--- config.mk ---
export PLATFORM = sky130hd
export DESIGN_NAME = cdb_arbiter
export DESIGN_NICKNAME = d
export VERILOG_FILES = /design/src/rtl/cdb_arbiter.sv
export SDC_FILE = /design/constraint.sdc
export NUM_CORES = 1
export LEC_CHECK = 0
export BUFFER_PORTS_ARGS = -buffer_cell sky130_fd_sc_hd__buf_2
export CORE_MARGIN = 4
export CORE_UTILIZATION = 32
export DETAILED_ROUTE_END_ITERATION = 12
export HOLD_SLACK_MARGIN = 0.05
export PLACE_DENSITY = 0.58
export SLEW_MARGIN = 20
export SYNTH_ARGS = -nofsm -noshare
export SYNTH_HDL_FRONTEND = slang
export SYNTH_SLANG_ARGS = --single-unit
--- constraint.sdc ---
create_clock -name clk -period 6.6 [get_ports clk]
set_input_delay 0.33 -clock clk [delete_from_list [all_inputs] [get_ports clk]]
set_output_delay 0.33 -clock clk [all_outputs]
set_load 0.05 [all_outputs]
--- src/rtl/cdb_arbiter.sv ---
// Round-robin common-data-bus arbiter: grants up to NUM_CDB producers per cycle onto registered CDB slots.
// Optional per-requester grant and stall counters are enabled by defining CDB_ARB_PERF_CNT_EN.
module cdb_arbiter #(
    parameter int NUM_REQ   = 4,
    parameter int NUM_CDB   = 2,
    parameter int TAG_W     = 7,
    parameter int DATA_W    = 32,
    parameter int ROB_TAG_W = 5
) (
    input  logic                                 clk,
    input  logic                                 reset,
    input  logic                                 flush,
    input  logic [NUM_REQ-1:0]                   req_valid,
    output logic [NUM_REQ-1:0]                   req_ready,
    input  logic [NUM_REQ*TAG_W-1:0]             req_phy_reg,
    input  logic [NUM_REQ*DATA_W-1:0]            req_data,
    input  logic [NUM_REQ*ROB_TAG_W-1:0]         req_rob_tag,
    input  logic [NUM_REQ-1:0]                   req_wr_en,
    output logic [NUM_CDB-1:0]                   cdb_valid,
    output logic [NUM_CDB*TAG_W-1:0]             cdb_phy_reg,
    output logic [NUM_CDB*DATA_W-1:0]            cdb_data,
    output logic [NUM_CDB*ROB_TAG_W-1:0]         cdb_rob_tag,
    output logic [NUM_CDB-1:0]                   cdb_wr_en,
    output logic [NUM_CDB*$clog2(NUM_REQ)-1:0]   cdb_src_id
`ifdef CDB_ARB_PERF_CNT_EN
    ,
    output logic [NUM_REQ*16-1:0]                grant_cnt,
    output logic [15:0]                          stall_cnt
`endif
);

    localparam int SRC_W = $clog2(NUM_REQ);

    logic [SRC_W-1:0]                r_rr_ptr;
    logic [NUM_CDB-1:0]              r_cdb_valid;
    logic [NUM_CDB*TAG_W-1:0]        r_cdb_phy_reg;
    logic [NUM_CDB*DATA_W-1:0]       r_cdb_data;
    logic [NUM_CDB*ROB_TAG_W-1:0]    r_cdb_rob_tag;
    logic [NUM_CDB-1:0]              r_cdb_wr_en;
    logic [NUM_CDB*SRC_W-1:0]        r_cdb_src_id;

    logic [NUM_REQ-1:0]              w_grant;
    logic [NUM_CDB-1:0]              w_slot_vld;
    logic [NUM_CDB-1:0][SRC_W-1:0]   w_slot_src;
    logic [SRC_W-1:0]                w_last;
    logic [SRC_W-1:0]                w_ptr_nxt;
    logic                            w_any;

    // Scan from the pointer with wrap; the k-th hit takes slot k.
    always_comb begin
        int w_cnt;
        int w_idx;
        w_grant    = '0;
        w_slot_vld = '0;
        w_slot_src = '0;
        w_last     = '0;
        w_any      = 1'b0;
        w_cnt      = 0;
        w_idx      = 0;
        for (int k = 0; k < NUM_REQ; k++) begin
            w_idx = int'(r_rr_ptr) + k;
            if (w_idx >= NUM_REQ) begin
                w_idx = w_idx - NUM_REQ;
            end
            if (req_valid[w_idx] && (w_cnt < NUM_CDB)) begin
                w_grant[w_idx]    = 1'b1;
                w_slot_vld[w_cnt] = 1'b1;
                w_slot_src[w_cnt] = SRC_W'(w_idx);
                w_last            = SRC_W'(w_idx);
                w_any             = 1'b1;
                w_cnt             = w_cnt + 1;
            end
        end
    end

    assign w_ptr_nxt = (w_last == SRC_W'(NUM_REQ - 1)) ? '0 : w_last + 1'b1;
    assign req_ready = w_grant & {NUM_REQ{~flush & ~reset}};

    always_ff @(posedge clk or posedge reset) begin
        if (reset) begin
            r_rr_ptr      <= '0;
            r_cdb_valid   <= '0;
            r_cdb_phy_reg <= '0;
            r_cdb_data    <= '0;
            r_cdb_rob_tag <= '0;
            r_cdb_wr_en   <= '0;
            r_cdb_src_id  <= '0;
        end else if (flush) begin
            r_cdb_valid <= '0;
        end else begin
            r_cdb_valid <= w_slot_vld;
            for (int s = 0; s < NUM_CDB; s++) begin
                if (w_slot_vld[s]) begin
                    r_cdb_phy_reg[s*TAG_W +: TAG_W] <=
                        req_phy_reg[int'(w_slot_src[s])*TAG_W +: TAG_W];
                    r_cdb_data[s*DATA_W +: DATA_W] <=
                        req_data[int'(w_slot_src[s])*DATA_W +: DATA_W];
                    r_cdb_rob_tag[s*ROB_TAG_W +: ROB_TAG_W] <=
                        req_rob_tag[int'(w_slot_src[s])*ROB_TAG_W +: ROB_TAG_W];
                    r_cdb_wr_en[s] <= req_wr_en[w_slot_src[s]];
                    r_cdb_src_id[s*SRC_W +: SRC_W] <= w_slot_src[s];
                end
            end
            if (w_any) begin
                r_rr_ptr <= w_ptr_nxt;
            end
        end
    end

    assign cdb_valid   = r_cdb_valid;
    assign cdb_phy_reg = r_cdb_phy_reg;
    assign cdb_data    = r_cdb_data;
    assign cdb_rob_tag = r_cdb_rob_tag;
    assign cdb_wr_en   = r_cdb_wr_en;
    assign cdb_src_id  = r_cdb_src_id;

`ifdef CDB_ARB_PERF_CNT_EN
    logic [NUM_REQ*16-1:0] r_grant_cnt;
    logic [15:0]           r_stall_cnt;
    logic                  w_stall;

    assign w_stall = |(req_valid & ~w_grant);

    // req_ready is already masked by flush, so accepted counts freeze too.
    always_ff @(posedge clk or posedge reset) begin
        if (reset) begin
            r_grant_cnt <= '0;
            r_stall_cnt <= '0;
        end else begin
            for (int i = 0; i < NUM_REQ; i++) begin
                if (req_ready[i] && (r_grant_cnt[i*16 +: 16] != 16'hFFFF)) begin
                    r_grant_cnt[i*16 +: 16] <= r_grant_cnt[i*16 +: 16] + 16'd1;
                end
            end
            if (!flush && w_stall && (r_stall_cnt != 16'hFFFF)) begin
                r_stall_cnt <= r_stall_cnt + 16'd1;
            end
        end
    end

    assign grant_cnt = r_grant_cnt;
    assign stall_cnt = r_stall_cnt;
`endif

endmodule

### Yosys cells after proc, flatten, opt, wreduce, memory -nomap -nowiden

Cells that the tools add are included.

| storage, ports and cells | value |
|---|---|
| bits of input ports | 187 |
| logic and storage cells | 145 |
| output and inout bits | 100 |
| flip-flop bits (word level) | 98 |

| operators by class | value |
|---|---|
| multiplexer cells | 66 |
| magnitude comparators | 23 |
| multipliers | 4 |
| equality and inequality tests | 1 |
| bitwise logic cells | 10 |
| reduce and logical (&&, ||, !) cells | 13 |
| shift operators | 6 |
| add/sub/neg operators | 10 |

Operator list:

| operator | number |
|---|---|
| indexed part select 128 x 8 -> 32 bit | 2 |
| >= comparator 32 x 1 -> 1 bit (second input constant) | 7 |
| < comparator 32 x 3 -> 1 bit (second input constant) | 6 |
| 2-to-1 mux 32 bit | 6 |
| < comparator 32 x 4 -> 1 bit (second input constant) | 4 |
| adder 32 x 2 -> 32 bit (second input constant) | 2 |
| indexed part select 28 x 6 -> 7 bit | 2 |
| indexed part select 20 x 6 -> 5 bit | 2 |
| 2-to-1 mux 4 bit | 7 |
| 2-to-1 mux 2 bit | 12 |
| 2-to-1 mux 1 bit | 22 |
| multiplier 2 x 3 -> 5 bit (second input constant) | 4 |
| binary-select mux 1 bit (select 2 bit) | 6 |
| bitwise mux 4 bit | 3 |
| bitwise OR 4 bit | 3 |
| subtractor 3 x 3 -> 4 bit (second input constant) | 3 |
| logical AND 1 bit | 10 |
| >= comparator 3 bit (second input constant) | 3 |
| demux 1 bit (select 2 bit) | 4 |
| adder 2 x 2 -> 3 bit (second input constant) | 2 |
| demux 2 bit (select 1 bit) | 3 |
| < comparator 2 x 3 -> 1 bit (second input constant) | 2 |
| AND reduction 2 bit | 3 |
| AND 4 bit | 1 |
| 10 further kinds | 14 |

### Logic depth before layout (Yosys ltp)

Gate-level depths: netlist (run 1).

| logic depth | value |
|---|---|
| depth in word-level cells | 20 |
| gate-level depth with buffers | 22 |
| gate-level depth less buffers | 15 |

### Worst setup path before layout (run 1)

OpenSTA, ideal clock, no wires.

| path | value |
|---|---|
| kind | register to register |
| start point | reg r_rr_ptr[0] |
| end point | reg r_cdb_data[0] (netlist: cdb_data[0]) |
| required time | 6.457 ns |
| arrival time | 4.953 ns |
| period minus slack after synthesis | 5.095 ns |
| stages on the path, launching flop included | 20 |
| path slack | 1.505 ns |
| cell sequence | dfrtp_1 buf_6 buf_2 inv_1 ha_1 buf_2 mux4_2 buf_2 ha_1 nand2b_1 a2bb2oi_2 inv_1 fa_1 or4_1 a31oi_1 clkbuf_1 clkbuf_1 nor3_1 a21oi_1 o221ai_1 |

| between the ends | value |
|---|---|
| cells in the longest elaborated chain, start to end | 19 |
| elaborated cells on any way between the ends | 75 |
| those cells by class | add/sub (9); order compare (13); shift (1); mux (42); bitwise (3); reduce/logical (7) |

RTL lines:

| element | line | RTL |
|---|---|---|
| start: declaration | 34 | `logic [SRC_W-1:0] r_rr_ptr;` |
| start signal: assignment | 105 | `r_rr_ptr <= w_ptr_nxt;` |
| subtractor 2 x 3 -> 4 bit / >= comparator 2 x 3 -> 1 bit (equally long branches) | 63, 62 |  |
| 2-to-1 mux 32 bit | 62 | `if (w_idx >= NUM_REQ) begin` |
| binary-select mux 1 bit (select 2 bit) | 65 | `if (req_valid[w_idx] && (w_cnt < NUM_CDB)) begin` |
| 2-to-1 mux 1 bit (not written as such) (2 in a row) | 65 |  |
| 2-to-1 mux 1 bit | 65 |  |
| < comparator 32 x 3 -> 1 bit | 65, 67, 68 |  |
| logical AND 1 bit | 65 |  |
| 2-to-1 mux 32 bit | 65 |  |
| [... 2 more ...] | n/a |  |
| 2-to-1 mux 32 bit | 65 |  |
| >= comparator 32 x 1 -> 1 bit (not written as such) / < comparator 32 x 3 -> 1 bit (equally long branches) | 67, 68, 65 |  |
| logical AND 1 bit (not written as such) | 67, 68 |  |
| 2-to-1 mux 2 bit (not written as such) / 2-to-1 mux 1 bit (equally long branches) | 68, 67 |  |
| demux 2 bit (select 1 bit) / demux 1 bit (select 1 bit) (equally long branches) | 68, 67 |  |
| bitwise mux 4 bit / bitwise OR 2 bit (equally long branches) | n/a |  |
| 2-to-1 mux 4 bit / 2-to-1 mux 2 bit (equally long branches) | 65 |  |
| indexed part select 128 x 8 -> 32 bit / AND reduction 2 bit (equally long branches) | n/a |  |
| end signal: indexed assignment | 96 | `r_cdb_data[s*DATA_W +: DATA_W] <=` |
| end: declaration | 37 | `logic [NUM_CDB*DATA_W-1:0] r_cdb_data;` |

Several ways; a longest one is shown, not always the timed one. The select of a mux whose other input is x is not followed.
A chain may end at the register's enable or synchronous reset.

### Worst setup path in the final report (run 1)

| path | value |
|---|---|
| start point | reg r_rr_ptr[1] |
| end point | reg r_cdb_data[63] (netlist: cdb_data[63]) |

The elaborated chain is that of the path after synthesis.

==> results.py, run 1 <==
metrics = {
    "run_status": {
        "status": "finished clean",
    },
    "logic_synthesis": {
        "syn_area_per_cell_sq_um": 8.89,
        "synth.area.top_cells": "dfrtp_1 34%, mux2i_1 11%, a211oi_1 4.9%, a21oi_1 4.5%, o22ai_1 4.2%",
        "synth_nets": 1021,
        "netlist_area_sq_um": 7320,
        "synth_edf_count": 0,
        "synthCells": 823,
        "post-synth-top-area-cell": "dfrtp_1",
        "ys_types": 58,
        "synth_seq_area_share": 0.335,
        "ys_seq_elements": 98,
        "synth_top_area_share": 0.335,
        "async_flop_share": 1.00,
        "ys.warnings.count": 0,
        "synth_flop_cell": "dfrtp_1",
    },
    "layout": {
        "syn_to_final_growth_pct": 26.7,
        "layout-drive-gt1-share": 0.335,
        "num-fill-cells": 2300,
        "nets": 1249,
        "largest_reg_flops": 64,
        "stdcell_count": 1343,
    },
    "floorplanning": {
        "row_count": 55,
        "io-pin-count": 287,
        "die_y_microns": 159,
        "die-area_sq_um": 25400,
        "die_w_microns": 159,
        "start_util": 0.324,
        "coreArea_sq_um": 22600,
    },
    "routing": {
        "finalWirelength_mm": 29.3,
        "ant_nets": 0,
        "via_per_inst": 5.96,
        "num_vias": 8004,
        "drtIter0Drc": 677,
        "drc": 0,
        "drt_pass1_iterations": 8,
        "wire_per_inst_microns": 21.8,
    },
    "placed_design": {
        "port_buffers": 286,
        "place_inst": 1325,
        "place.gp.congestion": 0.877,
        "place_ws_ps": 984,
        "dp_hpwl_mm": 20.4,
    },
    "clock_network": {
        "cts_resized": 0,
        "cts_root_buf": "clkbuf_16",
        "cts.sinks": 98,
        "clk_latency_ps": 360,
        "cts_tree": "built",
        "clk_path_buf_depth": 2,
        "cts_inserted_buffers": 9,
        "cts_setup_buffers": 0,
        "clk_pin_slew_ps": 80,
        "cts_htree_levels": 3,
        "ctsHoldBuffers": 0,
    },
    "sta": {
        "timing.hold.ws_ps": 70.2,
        "tightest_slew_ps": 1030,
        "rsz0062_at_grt": "false",
        "clock.fmax_mhz": 178,
        "layout_setup_ws_ps": 973,
        "hold_violations": 0,
        "drv_slew": 0,
        "min_period_ps": 5630,
        "fin_crit_sh": 0.853,
        "maxSlewHeadroom": 0.314,
        "tns_ps": 0,
        "clock_skew_ps": 9.52,
        "setup_viol": 0,
    },
    "critical_path": {
        "crit_chain": "buf_4 -> inv_1 -> ha_1 -> buf_4 -> mux4_2 -> ha_1 -> nand2b_1 -> a2bb2oi_2 -> inv_1 -> fa_1 -> nor4b_4 -> o21a_1 -> a211o_4 -> mux4_2 -> mux2_2",
        "cp_num_cells": 15,
        "worstSetupStartpointType": "flop",
        "reg2reg_depth": 15,
        "endpoint_kind": "flop",
        "crit_path_top_delay_cell": "fa_1",
        "crit_family": "multiplexers",
        "cp_data_arrival_time_ps": 5870,
        "crit_buf_inv": 4,
        "cpPeakStageDelay_ps": 660,
        "critPathKind": "reg -> reg",
        "crit_fanout": 30,
        "cp.required_ps": 6840,
    },
    "grt": {
        "overflow": 0,
        "grt_max_degree": 62,
        "grt_pass1_wl_mm": 46.0,
        "grtUsageTotal": 0.223,
        "grt_pass1_vias": 7883,
        "grt_antenna_before_repair": 7,
    },
    "flow_run": {
        "maxCapViolCount": 0,
    },
    "worst_hold_path": {
        "hp-class": "in -> async",
    },
}
==> final cells by class <==
class | count | area, sq um | area share
diodes | 2 | 5.00 | 0.000540
clock buffers | 10 | 229 | 0.0247
clock inverters | 6 | 96.3 | 0.0104
inverters | 45 | 171 | 0.0185
multi-input cells | 585 | 4310 | 0.465
flip-flops and latches | 98 | 2450 | 0.264
well taps | 285 | 357 | 0.0385
repair buffers | 312 | 1650 | 0.178
==> worst reg2reg max path, delay by kind of cell, from the launching register on <==
kind	cells	cell delay, ps
AND/OR/NAND/NOR	2	760
multiplexers	3	1330
AO/OA/AOI/OAI	3	1210
buffers and inverters	4	660
adder cells (fa/ha/maj)	3	1240
flip-flops	1	320
==> kinds of logic after synthesis <==
kind of cell,synth area share
xor+xnor,0.00120
simple gates,0.135
fa+ha+maj,0.0198
flops,0.335
buf+inv,0.0858
compound gates,0.287
mux,0.136
==> through the flow <==
step,utilization,instance area [sq um]
2_1_floorplan,-,7320
3_3_place_gp,0.396,8940
3_5_place_dp,0.396,8940
4_1_cts,0.411,9270
5_1_grt,0.411,9270
6_report,0.411,9270
==> cells in the final DEF, fill, tap and decap left out, drive strengths merged, types with 5 or more instances in the layout <==
cell type,instances
nor2,19
a21oi,66
a211oi,48
and3,13
nor4b,12
dfrtp,98
a2111oi,33
mux2,6
o221ai,23
nor4,24
buf,312
nor3b,15
inv,48
o32ai,22
mux4,5
clkbuf,10
ha,10
o22ai,49
mux2i,81
nor3,36
nand2,39
o21ai,49
==> synth_stat cells (10+ instances only) <==
library cell and n:
a211oi_1 48, mux2i_1 81, o32ai_1 22, ha_1 10
o21ai_0 49, a21oi_1 66, buf_2 21, clkbuf_1 56
nor3_1 35, nor4_1 24, inv_1 45, nand2_1 39
nor4b_1 11, dfrtp_1 98, o221ai_1 23, nor3b_1 15
o22ai_1 49, and3_1 13, a2111oi_0 33, nor2_1 19
==> worst paths after layout <==
check	startpoint	to	slack [ps]
min	reset	cdb_data[17]$_DFFE_PP0P_	70
max reg2reg	r_rr_ptr[1]$_DFFE_PP0P_	cdb_data[63]$_DFFE_PP0P_	970
max in group asynchronous	reset	cdb_data[29]$_DFFE_PP0P_	5340
max	r_rr_ptr[1]$_DFFE_PP0P_	cdb_data[63]$_DFFE_PP0P_	970
min in group clk	req_data[74]	cdb_data[10]$_DFFE_PP0P_	270
min reg2reg	cdb_src_id[3]$_DFFE_PP0P_	cdb_src_id[3]$_DFFE_PP0P_	480
==> metal layers <==
metal | routed length [microns] | up-vias | global-route usage
li1 | - | 3668 | -
met1 | 12600 | 3875 | 0.299
met2 | 13900 | 397 | 0.362
met3 | 2060 | 54 | 0.0481
met4 | 657 | 10 | 0.0686
met5 | 70 | - | 0
Power of run 1 is left out: the tool's default activity adds up to more than one toggle a clock period on the data nets, which glitch-free logic cannot reach.
==> run 2: changes to the inputs <==
- PLACE_DENSITY: 0.58 -> not set
- PLACE_DENSITY_LB_ADDON: not set -> 0.25
==> run 2 against run 1 <==
Routed wire length grew 0.41%. Setup slack improved by 240 ps. Design area increased by 0.59%. Critical path depth down 1. Clock-buffer cell count shrank 1. Critical endpoint is now cdb_data[29]$_DFFE_PP0P_. Highest routed layer unchanged.
==> results.py, run 2 (synthesis results as in run 1) <==
metrics = {
    "critical_path": {
        "endpoint_kind": "flop",
        "worstSetupStartpointType": "flop",
        "critPathKind": "reg -> reg",
        "cp_data_arrival_time_ps": 5610,
        "crit_fanout": 54,
        "cp.required_ps": 6820,
    },
    "worst_hold_path": {
        "hp-class": "in -> async",
    },
    "clock_network": {
        "clk_path_buf_depth": 2,
        "cts.sinks": 98,
        "cts_tree": "built",
        "cts_resized": 0,
        "clk_latency_ps": 360,
        "cts_htree_levels": 3,
        "cts_root_buf": "clkbuf_16",
        "cts_inserted_buffers": 9,
        "clk_pin_slew_ps": 80,
        "cts_setup_buffers": 0,
        "ctsHoldBuffers": 0,
    },
    "layout": {
        "largest_reg_flops": 64,
        "nets": 1256,
        "layout-drive-gt1-share": 0.340,
        "final_cell_mix": "286 x buf_2, 98 x dfrtp_1, 81 x mux2i_1, 66 x a21oi_1",
        "final_common_cell": "buf_2",
        "n_antenna_cell": 0,
        "num-fill-cells": 2317,
        "syn_to_final_growth_pct": 27.5,
    },
    "sta": {
        "min_period_ps": 5390,
        "tightest_slew_ps": 1030,
        "clock_skew_ps": 12.3,
        "clock.fmax_mhz": 186,
        "rsz0062_at_grt": "false",
        "fin_crit_sh": 0.817,
        "hold_violations": 0,
        "drv_slew": 0,
        "tns_ps": 0,
        "maxSlewHeadroom": 0.311,
        "setup_viol": 0,
    },
    "floorplanning": {
        "die-area_sq_um": 25400,
        "row_count": 55,
        "coreArea_sq_um": 22600,
        "start_util": 0.324,
        "io-pin-count": 287,
        "die_y_microns": 159,
        "die_w_microns": 159,
    },
    "routing": {
        "drtIter0Drc": 615,
        "drc": 0,
        "ant_nets": 0,
        "via_per_inst": 5.90,
        "finalWirelength_mm": 29.5,
        "drt_pass1_iterations": 5,
        "wire_per_inst_microns": 21.9,
        "num_vias": 7958,
    },
    "flow_run": {
        "maxCapViolCount": 0,
    },
    "run_status": {
        "status": "finished clean",
    },
    "placed_design": {
        "port_buffers": 286,
        "dp_hpwl_mm": 20.7,
        "place.gp.congestion": 0.893,
    },
    "grt": {
        "grt_antenna_before_repair": 4,
        "overflow": 0,
        "grt_max_degree": 56,
        "grt_pass1_wl_mm": 46.3,
        "grtUsageTotal": 0.224,
        "grt_pass1_vias": 8079,
    },
}
-- run 2: area by class of cell --
class,count,area (sq um),area share
Multi-Input combinational cell,585,4300,0.461
Inverter,45,171,0.0184
Clock inverter,7,82.6,0.00885
Timing Repair Buffer,319,1740,0.186
Sequential cell,98,2450,0.263
Tap cell,285,357,0.0382
Clock buffer,9,225,0.0241
-- run 2: per-stage QoR --
step	setup WS (ps)	cell area, sq um	instances	utilization	hold WS [ps]
floorplan	1500	7320	823	-	510
global placement	1370	8990	1331	0.398	459
detailed placement	1250	8990	1331	0.398	461
CTS	1240	9300	1347	0.412	78.6
global route	902	9330	1348	0.413	98.6
finish	1210	9330	1348	0.413	53.8
-- run 2: layer usage --
| metal | part of all wire | track usage | vias up |
|---|---|---|---|
| met5 | 0.0016 | 0 | - |
| met4 | 0.019 | 0.0627 | 8 |
| met3 | 0.079 | 0.0557 | 47 |
| met2 | 0.48 | 0.371 | 379 |
| met1 | 0.42 | 0.291 | 3839 |
| li1 | - | - | 3685 |
-- run 2: critical path, stage by stage, from the launching register on --
cell and delay, ps:
dfrtp_1 600, inv_1 150, ha_1 350, mux4_2 520, ha_1 260, nand2b_1 200
a2bb2oi_2 200, inv_1 260, fa_1 570, or4_1 640, a31oi_4 170, or2_4 640
buf_4 330, mux2i_1 200, o221ai_1 140
-- run 2: worst paths after layout --
kind                       slack [ps]                           to                 startpoint  depth (start not counted)
setup / recovery                 1210     cdb_data[29]$_DFFE_PP0P_    r_rr_ptr[1]$_DFFE_PP0P_                         14
setup reg to reg                 1210     cdb_data[29]$_DFFE_PP0P_    r_rr_ptr[1]$_DFFE_PP0P_                         14
hold reg to reg                   480    cdb_src_id[3]$_DFFE_PP0P_  cdb_src_id[3]$_DFFE_PP0P_                          2
max in group asynchronous        5350  cdb_phy_reg[13]$_DFFE_PP0P_                      reset                          3
min in group clk                  280     cdb_data[26]$_DFFE_PP0P_               req_data[90]                          3
hold / removal                     50     cdb_data[11]$_DFFE_PP0P_                      reset                          2
Power of run 2 is left out for the same reason.
